===== config.mk =====
export PLATFORM = sky130hd
export DESIGN_NAME = uart_stream_rr_arbiter
export DESIGN_NICKNAME = d
export VERILOG_FILES = /design/src/rtl/uart_stream_rr_arbiter.sv
export SDC_FILE = /design/constraint.sdc
export NUM_CORES = 1
export LEC_CHECK = 0
export BUFFER_PORTS_ARGS = -buffer_cell sky130_fd_sc_hd__buf_2
export CAP_MARGIN = 40
export CELL_PAD_IN_SITES_DETAIL_PLACEMENT = 1
export CELL_PAD_IN_SITES_GLOBAL_PLACEMENT = 2
export CORE_MARGIN = 2
export CORE_UTILIZATION = 23
export CTS_BUF_LIST = sky130_fd_sc_hd__clkbuf_16
export DETAILED_ROUTE_END_ITERATION = 8
export PLACE_DENSITY_LB_ADDON = 0.3
export SETUP_SLACK_MARGIN = 0.5
export SKIP_CTS_REPAIR_TIMING = 1
export SYNTH_ARGS = -nofsm -noshare
export SYNTH_HDL_FRONTEND = slang
export SYNTH_SLANG_ARGS = --single-unit

===== constraint.sdc =====
create_clock -name clk -period 1.8 [get_ports clk]
set_clock_uncertainty 0.05 [all_clocks]
set_input_delay 0.36 -clock clk [delete_from_list [all_inputs] [get_ports clk]]
set_output_delay 0.36 -clock clk [all_outputs]
set_load 0.02 [all_outputs]

===== src/rtl/uart_stream_rr_arbiter.sv =====
// uart_stream_rr_arbiter: 4-way round-robin stream arbiter with packet-locked grants and a burst limit
module uart_stream_rr_arbiter #(
  parameter int W = 8,
  parameter int MAX_BURST = 16
) (
  input  logic           clk,
  input  logic           rst_n,
  input  logic [3:0]     s_valid,
  input  logic [4*W-1:0] s_data,
  input  logic [3:0]     s_last,
  output logic [3:0]     s_ready,
  output logic           m_valid,
  output logic [W-1:0]   m_data,
  output logic           m_last,
  output logic [1:0]     m_id,
  input  logic           m_ready
);
  typedef enum logic {ARB, LOCK} state_t;
  state_t state, state_nx;
  logic [1:0] gnt, last_gnt, pick, k;
  logic [7:0] cnt;
  logic lock, xfer;
  // scan downward so the lowest offset from last_gnt+1 wins
  always_comb begin
    pick = last_gnt;
    k = '0;
    for (int i = 3; i >= 0; i--) begin
      k = last_gnt + 2'(i) + 2'd1;
      pick = s_valid[k] ? k : pick;
    end
  end
  always_comb begin
    lock = state == LOCK;
    m_valid = lock & s_valid[gnt];
    m_data = lock ? s_data[int'(gnt)*W +: W] : '0;
    m_id = gnt;
    s_ready = lock ? (4'(m_ready) << gnt) : 4'b0000;
    m_last = m_valid & (s_last[gnt] | (cnt == 8'(MAX_BURST-1)));
    xfer = m_valid & m_ready;
    state_nx = lock ? ((xfer & m_last) ? ARB : LOCK) : (|s_valid ? LOCK : ARB);
  end
  always_ff @(posedge clk or negedge rst_n)
    if (!rst_n) begin
      state <= ARB;
      gnt <= '0;
      last_gnt <= 2'd3;
      cnt <= '0;
    end else begin
      state <= state_nx;
      if (!lock && |s_valid) begin
        gnt <= pick;
        cnt <= '0;
      end else if (xfer) begin
        cnt <= m_last ? 8'd0 : cnt + 8'd1;
        if (m_last) last_gnt <= gnt;
      end
    end
endmodule

Yosys cells after proc, flatten, opt, wreduce, memory -nomap -nowiden. Cells that the tools add are included.

Register bits: 13. Input port bits: 43.

Add/subtract/negate cells: 7. $lt $le $gt $ge: 5. Equal/unequal tests: 1. Shift-type cells: 2. Mux-type cells: 24. Bitwise gates (word level): 6. Reductions and logical operators: 5.

Operator list (count): two-way mux 8 bit (4); indexed part select 32 x 6 -> 8 bit (1); < comparator 2 x 3 -> 1 bit, second input constant (5); binary-select mux 1 bit (select 2 bit) (6); two-way mux 1 bit (9); adder 2 x 1 -> 2 bit, second input constant (4); adder 8 x 1 -> 8 bit, second input constant (1); equality test 8 x 4 -> 1 bit, second input constant (1); two-way mux 2 bit (4); adder 2 bit, second input constant (2); bitwise AND 1 bit (4); two-way mux 4 bit (1); OR reduction 4 bit (1); left shift 1 x 2 -> 4 bit (1); AND reduction 3 bit (1); nonzero test 2 bit (1); logical AND 1 bit (1); logical NOT 1 bit (1); NOT 1 bit (1); bitwise OR 1 bit (1).

Longest topological paths before layout.
Depth after elaboration: 8. Mapped depth: 5. Mapped depth without buffers: 5.

Worst setup path after synthesis. OpenSTA, ideal clock, no wires.

Path type: register -> output. From: register gnt[0], in the netlist m_id[0]. To: output port m_data[3]. Arrival time: 1.742 ns. Data required time: 1.390 ns. Path slack: -0.352 ns. Stages on the path, launching flop included: 5. Path buffers: 2. Cell sequence: dfrtp_1 -> buf_6 -> clkbuf_1 -> mux4_2 -> and2_1.

Cells in the longest elaborated chain, start to end: 2.

RTL lines: from (decl) (RTL line 20) `logic [1:0] gnt, last_gnt, pick, k;`; from (signal assigned) (RTL line 51) `gnt <= pick;`; indexed part select 32 x 6 -> 8 bit (RTL line 35) `m_data = lock ? s_data[int'(gnt)*W +: W] : '0;`; two-way mux 8 bit (RTL line 35); to (decl) (RTL line 13) `output logic [W-1:0] m_data,`.

Every way passes these cells.

Final worst setup path.
From: register gnt[0], in the netlist m_id[0]. To: output port m_last.

Cells in the longest elaborated chain, start to end: 4.

RTL lines: binary-select mux 1 bit (select 2 bit) (on tied branches) (RTL line 34, 38); two-way mux 1 bit (on tied branches) (RTL line 34, 38); bitwise AND 1 bit / bitwise OR 1 bit (equally long branches) (RTL line 34, 38); bitwise AND 1 bit (*) (RTL line 38) `m_last = m_valid & (s_last[gnt] | (cnt == 8'(MAX_BURST-1)));`; to (decl) (RTL line 14) `output logic m_last,`.

Every way passes the cells marked *; elsewhere a longest branch is shown, timed or not. The select of a mux whose other input is x is not followed.

==> flow_summary.toml <==
[route]
routedWlPerCell_um = 17.0
via_per_inst = 4.82
drc = 0
vias = 1363
ant_nets = 0
drtIter0Drc = 57
wl_um = 4800
first_pass_iters = 4

[worst_setup_path]
setup.worst_path.end_class = "output port"
worstPathArrival_ns = 1.65
worstPathCellList = "mux4_2, nand2_4, nor2_2, buf_6"
worstPathMaxFanout = 5
critPathLaunchType = "flip-flop"
max_stage_delay_ns = 0.61
crit_type = "reg2out"
cp_slowest_cell = "mux4_2"
critical_path_required_ns = 1.39

[grt]
grt_overflow = 0
grt_max_degree = 14
use_met3 = 0.0366
antenna_found_initial = 0
top_usage_layer = "met2"
gr-usage-all-layers = 0.158
grt_pass1_wl_um = 6500
met2_usage = 0.293
grt_pass1_vias = 1373
grtUsageMet1 = 0.169

[synth]
synth-seq-area-share = 0.288
synth_xor_area_frac = 0
synth-edff-count = 0
synth_top_family_by_area = "multiplexers"
ys.flop_type = "dfrtp_1"
syn-num-nets = 161
yosys-top-cells-count = "17 x nand2_1, 11 x dfrtp_1, 10 x and2_1, 10 x mux4_2, 6 x nor2_1"
synth_area_um2 = 1140
synthAdderAreaFrac = 0.0110
synth_cell_types = 39
async_flop_share = 1.00
synth_top_area_share = 0.242
yosys.cell_count.top_type = "nand2_1"
ys_warn_count = 0
synthTopCellsByArea = "dfrtp_1 24%, mux4_2 20%, nand2_1 5.6%"
syn_area_per_cell_um2 = 9.73
yosys.area_share.simple = 0.224
synth-seq-cells = 13
synth_mux_area_frac = 0.233
synth_compound_area_frac = 0.197
syn_inst = 117
synth_top_cell_by_area = "dfrtp_1"

[clock_tree]
clockBufferDepth = 2
insertion_delay_ns = 0.25
numCtsBuffers = 3
clk_pin_slew_worst_paths_ns = 0.05
htree_levels = 1
clock_sinks = 13
cts_tree = "yes"
root_buffer = "clkbuf_16"

[outcome]
violations = "negative setup slack"
outcome = "complete, but fails checks"

[finish]
n_antenna_cell = 0
finish.utilization = 0.476
nets = 261
fin_cells = 283
drive_gt1_frac = 0.759
area_growth_pct = 98.9

[floorplan]
core_um2 = 4750
die-area_um2 = 5530
row_count = 25
die_h_um = 74.4
start_util = 0.239
io_pins = 59
die_w_um = 74.4

[timing]
rsz0062_at_grt = "true"
setup_ws_ns = -0.256
hold_viol_final = 0
layout_min_cycle_time_ns = 2.06
finalSetupTns_ns = -3.76
setup_viol = 20
drv_slew = 0
hold_ws_ns = 0.476
period_share = 1.14
fmax_mhz = 486
slew_headroom = 0.746
max_slew.worst_pin.slew_ns = 0.378

[power]
powerDensity_nw_per_um2 = 1750
vdd_ir_drop_max_mv = 0.490
power.leakage_nw = 1.02

[min_path]
min_path_type = "in2reg"

[placed_design]
placed_cells = 256
place_congestion = 0.772
dpl.hpwl_um = 3510
io_buffer_count = 58

[run]
maxCapViolations = 0
-- layer usage --
metal | wire length (um) | vias to the layer above
li1 | - | 645
met1 | 1880 | 652
met2 | 2470 | 57
met3 | 335 | 9
met4 | 118 | 0
met5 | 0 | -
-- critical path, delay by kind of cell, from the launching register on --
kind,cells,cell delay (ns)
and+or+nand+nor,2,0.22
muxes,1,0.61
DFF,1,0.44
buffers and inverters,1,0.13
-- metrics by stage --
step / instance area [um^2] / total power, mW / setup WS [ns]
after floorplan: 1280 / 2.06 / -0.0524
after global placement: 1730 / 2.56 / -0.0684
after detailed placement: 1730 / 2.63 / -0.0836
after CTS: 1800 / 3.08 / -0.350
after global routing: 2260 / 4.20 / -0.310
final: 2260 / 3.96 / -0.256
-- power by group --
part	internal, mW	switching (mW)	total (mW)	leakage (nW)
sequential	0.434	0.165	0.599	0.138
clock	0.295	0.139	0.434	0.0423
combinational	1.65	1.28	2.93	0.838
total	2.38	1.58	3.96	1.02
-- registers in the layout, summed over array words and instances (netlist names) --
register  flops
cnt           8
last_gnt      2
lock          1
m_id          2
-- cell type report --
class | count | area, um^2
clock buffers | 3 | 75.1
clock inverters | 1 | 3.75
fillers | 553 | 2490
inverters | 5 | 21.3
multi-input cells | 92 | 928
flip-flops and latches | 13 | 332
well taps | 67 | 83.8
repair buffers | 102 | 821
-- logic make-up after synthesis --
kind of cell / count (synthesis)
adder cells (fa/ha/maj): 1
multiplexers: 13
buffers and inverters: 12
flip-flops: 13
AO/OA/AOI/OAI: 28
AND/OR/NAND/NOR: 50
-- cell usage in the layout, fill, tap and decap left out, types with 4 or more instances in the layout --
| master | instances |
|---|---|
| nor2_1 | 4 |
| mux4_2 | 10 |
| buf_6 | 34 |
| inv_1 | 5 |
| o21ai_2 | 5 |
| nand2_2 | 7 |
| dfrtp_1 | 8 |
| o211ai_1 | 4 |
| buf_2 | 40 |
| buf_4 | 25 |
| nand2_1 | 9 |
| and2_4 | 9 |
-- path summary, 6_finish.rpt --
| check | from | to | slack (ns) | cells after the start |
|---|---|---|---|---|
| setup / recovery | m_id[0] | m_last | -0.26 | 4 |
| hold / removal | s_valid[1] | m_id[0] | 0.48 | 4 |
| setup reg to reg | m_id[0] | cnt[4] | -0.20 | 6 |
| hold reg to reg | cnt[1] | cnt[1] | 0.49 | 2 |
| max in group asynchronous | rst_n | last_gnt[0] | 0.91 | 2 |
| min in group asynchronous | rst_n | cnt[5] | 0.50 | 2 |
Note: power is estimated with default switching activity, not from simulation.
